$ cat src/rtl/scroll_pkg.sv
// Shared types for the scroll controller: FSM state encoding and level width.
package scroll_pkg;
  localparam int LEVEL_W = 3;

  typedef enum logic [1:0] {
    ST_IDLE   = 2'd0,
    ST_MOVING = 2'd1,
    ST_PAUSED = 2'd2
  } state_t;
endpackage

$ cat src/rtl/bcd_counter.sv
// Packed BCD up-counter that saturates at all nines; digit 0 sits in the LSBs.
module bcd_counter #(
  parameter int DIGITS = 3
) (
  input  logic                clk,
  input  logic                clear,
  input  logic                inc,
  output logic [4*DIGITS-1:0] q
);
  logic [4*DIGITS-1:0] r_q;
  logic [4*DIGITS-1:0] w_q_next;
  logic [DIGITS-1:0]   w_is9;
  logic [DIGITS-1:0]   w_carry;
  logic                w_sat;

  assign w_sat = &w_is9;

  for (genvar gi = 0; gi < DIGITS; gi++) begin : g_digit
    assign w_is9[gi] = (r_q[4*gi +: 4] == 4'd9);
    // A digit advances when every lower digit is 9; computed flat to avoid a carry loop.
    if (gi == 0) begin : g_lsd
      assign w_carry[gi] = inc && !w_sat;
    end else begin : g_upper
      assign w_carry[gi] = inc && !w_sat && (&w_is9[gi-1:0]);
    end
    assign w_q_next[4*gi +: 4] = !w_carry[gi] ? r_q[4*gi +: 4]
                               : (w_is9[gi] ? 4'd0 : r_q[4*gi +: 4] + 4'd1);
  end

  always_ff @(posedge clk) begin
    if (clear) r_q <= '0;
    else       r_q <= w_q_next;
  end

  assign q = r_q;
endmodule

$ cat src/rtl/scroll_ctrl.sv
// Vertical scroll/score controller: turns a held move button into periodic
// scroll steps, wraps the offset and keeps a saturating BCD score and speed level.
module scroll_ctrl
  import scroll_pkg::*;
#(
  parameter int Y_W              = 10,
  parameter int SCREEN_H         = 480,
  parameter int TICK_CYCLES      = 100000,
  parameter int STEP_MIN         = 2,
  parameter int STEP_MAX         = 6,
  parameter int STEPS_PER_POINT  = 100,
  parameter int POINTS_PER_LEVEL = 10,
  parameter int SCORE_DIGITS     = 3
) (
  input  logic                      clk,
  input  logic                      reset,
  input  logic                      move_btn,
  input  logic                      pause,
  output logic [Y_W-1:0]            y_pos,
  output logic [4*SCORE_DIGITS-1:0] score,
  output logic [LEVEL_W-1:0]        level,
  output logic                      step_pulse,
  output logic                      wrap_pulse
);
  localparam int TICK_W      = $clog2(TICK_CYCLES);
  localparam int SPP_W       = (STEPS_PER_POINT > 1) ? $clog2(STEPS_PER_POINT) : 1;
  localparam int PPL_W       = (POINTS_PER_LEVEL > 1) ? $clog2(POINTS_PER_LEVEL) : 1;
  localparam int YS_W        = Y_W + 1;
  localparam int LEVEL_MAX_I = (STEP_MAX - STEP_MIN > 7) ? 7 : STEP_MAX - STEP_MIN;

  localparam logic [TICK_W-1:0]  TICK_LAST  = TICK_W'(TICK_CYCLES - 1);
  localparam logic [SPP_W-1:0]   SPP_LAST   = SPP_W'(STEPS_PER_POINT - 1);
  localparam logic [PPL_W-1:0]   PPL_LAST   = PPL_W'(POINTS_PER_LEVEL - 1);
  localparam logic [LEVEL_W-1:0] LEVEL_MAX  = LEVEL_W'(LEVEL_MAX_I);
  localparam logic [YS_W-1:0]    SCREEN_H_X = YS_W'(SCREEN_H);

  logic               r_sync1;
  logic               r_sync2;
  logic               w_move_s;
  state_t             r_state;
  state_t             w_state_next;
  logic [TICK_W-1:0]  r_tick;
  logic [TICK_W-1:0]  w_tick_next;
  logic               w_step;
  logic [SPP_W-1:0]   r_step_cnt;
  logic [PPL_W-1:0]   r_pt_cnt;
  logic [LEVEL_W-1:0] r_level;
  logic [Y_W-1:0]     r_y;
  logic [Y_W-1:0]     w_y_next;
  logic [YS_W-1:0]    w_step_amt;
  logic [YS_W-1:0]    w_y_sum;
  logic               w_wrap;
  logic               w_point;
  logic               w_level_up;
  logic               r_step_pulse;
  logic               r_wrap_pulse;

  assign w_move_s = r_sync2;

  always_ff @(posedge clk) begin
    if (reset) begin
      r_sync1 <= 1'b0;
      r_sync2 <= 1'b0;
      r_state <= ST_IDLE;
      r_tick  <= '0;
    end else begin
      r_sync1 <= move_btn;
      r_sync2 <= r_sync1;
      r_state <= w_state_next;
      r_tick  <= w_tick_next;
    end
  end

  // Pause wins over movement; a step fires only while staying in MOVING.
  always_comb begin
    w_state_next = r_state;
    w_tick_next  = r_tick;
    w_step       = 1'b0;
    case (r_state)
      ST_IDLE: begin
        w_tick_next = '0;
        if (pause)         w_state_next = ST_PAUSED;
        else if (w_move_s) w_state_next = ST_MOVING;
      end
      ST_MOVING: begin
        if (pause) begin
          w_state_next = ST_PAUSED;
        end else if (!w_move_s) begin
          w_state_next = ST_IDLE;
          w_tick_next  = '0;
        end else if (r_tick == TICK_LAST) begin
          w_tick_next = '0;
          w_step      = 1'b1;
        end else begin
          w_tick_next = r_tick + TICK_W'(1);
        end
      end
      ST_PAUSED: begin
        if (!pause) begin
          if (w_move_s) begin
            w_state_next = ST_MOVING;
          end else begin
            w_state_next = ST_IDLE;
            w_tick_next  = '0;
          end
        end
      end
      default: begin
        w_state_next = ST_IDLE;
        w_tick_next  = '0;
      end
    endcase
  end

  always_comb begin
    if (int'(r_level) + STEP_MIN >= STEP_MAX) w_step_amt = YS_W'(STEP_MAX);
    else                                      w_step_amt = YS_W'(STEP_MIN) + YS_W'(r_level);
  end

  assign w_y_sum    = {1'b0, r_y} + w_step_amt;
  assign w_wrap     = (w_y_sum >= SCREEN_H_X);
  assign w_y_next   = w_wrap ? Y_W'(w_y_sum - SCREEN_H_X) : Y_W'(w_y_sum);
  assign w_point    = w_step && (r_step_cnt == SPP_LAST);
  assign w_level_up = w_point && (r_pt_cnt == PPL_LAST);

  always_ff @(posedge clk) begin
    if (reset) begin
      r_y          <= '0;
      r_step_cnt   <= '0;
      r_pt_cnt     <= '0;
      r_level      <= '0;
      r_step_pulse <= 1'b0;
      r_wrap_pulse <= 1'b0;
    end else begin
      r_step_pulse <= w_step;
      r_wrap_pulse <= w_step && w_wrap;
      if (w_step) begin
        r_y        <= w_y_next;
        r_step_cnt <= w_point ? '0 : r_step_cnt + SPP_W'(1);
      end
      // Point counter keeps running even once the score has saturated.
      if (w_point) r_pt_cnt <= w_level_up ? '0 : r_pt_cnt + PPL_W'(1);
      if (w_level_up && (r_level < LEVEL_MAX)) r_level <= r_level + LEVEL_W'(1);
    end
  end

  bcd_counter #(
    .DIGITS (SCORE_DIGITS)
  ) u_score (
    .clk   (clk),
    .clear (reset),
    .inc   (w_point),
    .q     (score)
  );

  assign y_pos      = r_y;
  assign level      = r_level;
  assign step_pulse = r_step_pulse;
  assign wrap_pulse = r_wrap_pulse;
endmodule
$ cat config.mk
export PLATFORM = sky130hd
export DESIGN_NAME = scroll_ctrl
export DESIGN_NICKNAME = d
export VERILOG_FILES = /design/src/rtl/scroll_pkg.sv /design/src/rtl/bcd_counter.sv /design/src/rtl/scroll_ctrl.sv
export SDC_FILE = /design/constraint.sdc
export NUM_CORES = 1
export LEC_CHECK = 0
export ABC_CLOCK_PERIOD_IN_PS = 6950
export CAP_MARGIN = 25
export CORE_AREA = 2 2 109 58
export CTS_CLUSTER_SIZE = 10
export DETAILED_ROUTE_END_ITERATION = 12
export DIE_AREA = 0 0 111 60
export PLACE_DENSITY = 0.81
export SYNTH_ARGS = -nofsm -noshare
export SYNTH_HDL_FRONTEND = slang
export SYNTH_HIERARCHICAL = 1
export SYNTH_SLANG_ARGS = --single-unit
$ cat constraint.sdc
create_clock -name clk -period 6.95 [get_ports clk]
set_input_delay 1.39 -clock clk [delete_from_list [all_inputs] [get_ports clk]]
set_output_delay 1.39 -clock clk [all_outputs]
set_load 0.05 [all_outputs]
* After elaboration in Yosys (flattened, before gate mapping)
Index checks and enable logic that the tools add are counted.
Widths: inputs -> output; s select.
** Cells by class
- Add/subtract/negate cells :: 11
- $lt $le $gt $ge :: 3
- Equal/unequal tests :: 13
- Mux-type cells :: 24
- Reductions and logical operators :: 13
** Operator list (number)
- $mux 17 :: 5
- $pmux 17 s2 :: 1
- $mux 4 :: 5
- $add 17x1->17 const B :: 1
- $eq 17x17->1 const B :: 1
- $add 4x1->4 const B :: 4
- $eq 4x4->1 const B :: 4
- $add 10x4->11 :: 1
- $ge 11x9->1 const B :: 1
- $mux 10 :: 1
- $mux 2 :: 5
- $sub 10x9->10 const B :: 1
- $reduce_and 3->1 :: 3
- $add 7x1->7 const B :: 1
- $eq 7x7->1 const B :: 1
- $logic_and 1x1->1 :: 7
- $mux 7 :: 1
- $ne 2x2->1 const B :: 3
- $ne 3x3->1 const B :: 2
- $pmux 2 s3 :: 1
- $mux 1 :: 5
- $add 2x3->4 const A :: 1
- $add 3x2->4 const B :: 1
- $ge 4x3->1 const B :: 1
- other kinds (7) :: 7
** Storage, ports and cells
- Register bits after elaboration :: 59
- Input bits :: 4
- Output and inout port bits :: 27
- Logic and storage cells :: 77

* Longest topological paths before layout
- Depth after elaboration :: 8
- Gate-level depth with buffers :: 15
- Gate-level depth less buffers :: 15

* By module
Netlist, hierarchy kept.
** By module, submodules not included
- scroll_ctrl :: instances 1, cells an instance 321, area an instance 2686.3 um2, sequential area each 940.9 um2
- bcd_counter :: instances 1, cells an instance 67, area an instance 615.6 um2, sequential area each 240.2 um2

* Worst setup path before layout
Ideal clock, no wire load.
- Path type :: reg2reg
- Start :: register r_level[1], in the netlist level[1]
- End :: register r_y[8], in the netlist y_pos[8]
- Library setup time :: 120 ps
- Arrival :: 3769 ps
- Data required time :: 6830 ps
- Slack :: 3061 ps
- Cell stages (with the launch flop) :: 16
- Path buffers :: 0
- Period minus slack after synthesis :: 3889 ps
- Path through :: dfxtp_1 inv_1 ha_1 a2111oi_0 ha_1 inv_1 fa_1 nand2b_1 a211oi_1 xor2_1 ha_1 inv_1 a211oi_2 or2_1 a21oi_1 o31a_1
** Between the ends
- Longest elaborated chain between the ends :: 6
- Elaborated cells between the ends (all ways) :: 8
- Classes of those cells :: 4 x add/sub; 2 x order compare; 2 x mux
** Ends and longest elaborated chain
- start, declared :: RTL line scroll_ctrl.sv:47 : logic [LEVEL_W-1:0] r_level;
- start signal, assigned :: RTL line scroll_ctrl.sv:143 : if (w_level_up && (r_level < LEVEL_MAX)) r_level <= r_level + LEVEL_W'(1);
- $add 3x2->4 :: RTL line scroll_ctrl.sv:116, scroll_ctrl.sv:117
- $ge 4x3->1 :: RTL line scroll_ctrl.sv:116 : if (int'(r_level) + STEP_MIN >= STEP_MAX) w_step_amt = YS_W'(STEP_MAX);
- $mux 4 (*) :: RTL line scroll_ctrl.sv:116
- $add 10x4->11 (*) :: RTL line scroll_ctrl.sv:120 : assign w_y_sum = {1'b0, r_y} + w_step_amt;
- $sub 10x9->10 or $ge 11x9->1 (tied branches) :: RTL line scroll_ctrl.sv:122, scroll_ctrl.sv:121
- $mux 10 (*) :: RTL line scroll_ctrl.sv:122 : assign w_y_next = w_wrap ? Y_W'(w_y_sum - SCREEN_H_X) : Y_W'(w_y_sum);
- end signal, assigned :: RTL line scroll_ctrl.sv:138 : r_y <= w_y_next;
- end, declared :: RTL line scroll_ctrl.sv:48 : logic [Y_W-1:0] r_y;
Every way passes the cells marked *; elsewhere a longest branch is shown, timed or not.
A chain may end at the register's enable or synchronous reset.

* Worst setup path in the final report
Same ends and word-level chain as after synthesis.

==> flow_summary.yaml <==
die:
  die_h_um: 60
  dieArea_mm2: 0.00666
  rows: 20
  start_util_pct: 57.1
  die_x_um: 111
  coreArea_mm2: 0.00578
  io_pins: 31
global_routing:
  grt_busiest_layer: "met1"
  antenna_found_initial: 0
  overflow: 0
  use_met3_pct: 11.2
  grt_pass1_vias: 2590
  met1_usage_pct: 36.6
  grt_max_degree: 47
  use_met2_pct: 33.8
  grt_usage_pct: 25.3
  grt_pass1_wl_um: 12900
logic_synthesis:
  ys.flop_type: "dfxtp_1"
  post_synth_and_or_nand_nor_area_fraction_pct: 30.5
  synth_cell_types: 66
  mappedNetlistArea_mm2: 0.00330
  ys_seq_elements: 59
  synth_edf_count: 0
  synth-xor-area-share_pct: 7.69
  avgSynthCellArea_um2: 8.51
  synth_top_family_by_area: "simple AND/OR/NAND/NOR gates"
  synthAdderAreaFrac_pct: 6.29
  yosysWarnings: 6
  synth_nets: 408
  ys_seq_area_share_pct: 35.8
  muxShareOfSynthArea_pct: 2.84
  synthCells: 388
  synth_compound_area_share_pct: 13.3
  async_reset_ff_share_pct: 0
cts:
  cts_tree: "yes"
  cts_resized: 0
  cts_buffers: 9
  insertion_delay_ps: 330
  cts_hold_buf: 0
  cts_root_buf: "clkbuf_16"
  clk_pin_slew_worst_paths_ps: 50
  post_cts_buffers: 0
  cts.sinks: 59
  htreeDepth: 3
  clk_path_buf_depth: 2
route:
  viasPerCell: 5.94
  via_count: 2963
  wl_per_cell_um: 15.9
  route.detailed.drc: 0
  drtIter0Drc: 246
  wirelength_um: 7910
  drtPass1Iterations: 5
  detail-route-antenna-nets: 0
critical_path:
  cp.required_ps: 7170
  endpoint_kind: "register"
  critPathKind: "reg2reg"
  critical_path_arrival_ps: 4270
  start_kind: "register"
  crit_fanout: 6
timing:
  setup_violations: 0
  fin_crit_sh_pct: 58.3
  worst_pin_slew_ps: 595
  final_hold_viol_count: 0
  fmax_ghz: 0.247
  tns_ps: 0
  final-max-slew-violation-count: 0
  rsz0062_at_grt: "false"
  timing.slew.headroom_pct: 60.0
  hold_slack_ps: 431
  layout_min_cycle_time_ps: 4050
  finalClockSkew_ps: 4.94
placed_design:
  hpwl_um: 5550
  port_buffers: 30
  gp_congestion: 0.949
worst_hold_path:
  hold_class: "reg2reg"
cells_and_area:
  insertedDiodeCount: 0
  multi_input_area_mm2: 0.00201
  num-fill-cells: 458
  final_layout_size_suffix_gt1_share_pct: 8.29
  nNetsFinal: 438
  synthToLayoutAreaGrowth_pct: 20.6
  register_area_mm2: 0.00118
power:
  power_uw: 849
  p_leak_uw: 0.00138
  powerDensity_mw_per_mm2: 213
  ir_drop_mv: 0.228
job:
  maxCapViolations: 0
status:
  outcome: "finished clean"
## where the power goes
| group | switching [uW] | leakage [uW] | internal, uW |
|---|---|---|---|
| sequential | 0.813 | 0.000476 | 340 |
| combinational | 8.61 | 0.000743 | 4.54 |
| clock | 150 | 0.000165 | 345 |
## critical path, stage by stage (launching register included)
cell	delay (ps)
dfxtp_1	420
inv_1	120
ha_1	290
a2111oi_0	410
ha_1	270
inv_1	70
fa_1	410
nand2b_1	200
a211oi_1	290
xor2_1	320
ha_1	260
inv_1	60
a211oi_2	290
or2_1	190
a21oi_1	50
o31a_1	280
## worst paths after layout
kind | startpoint | endpoint | slack, ps | cells past startpoint
min | r_sync1 | r_sync2 | 430 | 1
max | level[1] | y_pos[8] | 2900 | 15
max reg2reg | level[1] | y_pos[8] | 2900 | 15
min reg2reg | r_sync1 | r_sync2 | 430 | 1
## kinds of logic after synthesis
group	Yosys count
other	1
xor gates and xnor gates	29
and+or+nand+nor	179
AOI/OAI and AO/OA	68
DFF	59
muxes	9
adders and majority gates	16
buffers and inverters	27
## flip-flops by register name (all words and copies together), names as in the netlist
signal	count
level	3
r_pt_cnt	4
r_state	2
r_step_cnt	7
r_sync1	1
r_sync2	1
r_tick	17
step_pulse	1
u_score/q	12
wrap_pulse	1
y_pos	10
## metrics by stage
stage | cell area, um^2 | util [%] | cells | setup slack [ps]
global placement | 3640 | 63.0 | 483 | 3100
global route | 3980 | 68.9 | 499 | 2500
finish | 3980 | 68.9 | 499 | 2900
floorplan | 3300 | - | 388 | 3060
CTS | 3970 | 68.7 | 498 | 2950
detailed placement | 3640 | 63.0 | 483 | 2970
## cell usage after synthesis (3+ instances only)
cell,count,area [um^2]
buf_2,5,25.0
clkbuf_1,7,26.3
and3_1,7,43.8
nor4_1,4,25.0
o21ai_0,9,45.0
mux2i_1,6,60.1
or3_1,6,37.5
inv_1,13,48.8
xor2_1,12,105
nand2_1,38,143
and2_1,7,43.8
a21oi_1,26,130
or4_1,3,22.5
nor2_1,42,158
nor2b_1,5,31.3
dfxtp_1,59,1180
o21ai_1,6,30.0
nor3_1,13,65.1
nand2b_1,5,31.3
nand3_1,14,70.1
a211oi_1,3,22.5
ha_1,15,188
xnor2_1,17,149
a31oi_1,3,18.8
and3b_1,3,26.3
and4_1,4,35.0
nand4_1,9,56.3
## area by class of cell
class	count	share of cell area (%)
Multi-Input combinational cell	302	50.4
Sequential cell	59	29.7
Timing Repair Buffer	32	7.92
Clock buffer	9	5.66
Clock inverter	6	2.64
Tap cell	77	2.42
Inverter	14	1.32
## layer usage
layer | part of all wire (%) | routed length [um]
met1 | 52 | 4090
met2 | 38 | 2970
met3 | 9.8 | 776
met4 | 0.94 | 74
met5 | 0 | 0
## layout by cell type (no fill, tap or decap), types with 12 or more instances in the layout
master	synthesis	routed
ha_1	15	15
clkdlybuf4s50_1	0	30
inv_1	13	13
nor2_1	42	42
xor2_1	12	12
a21oi_1	26	26
nand2_1	38	38
dfxtp_1	59	59
nor3_1	13	13
xnor2_1	17	17
nand3_1	14	14
Power figures use the tool's default switching activity.
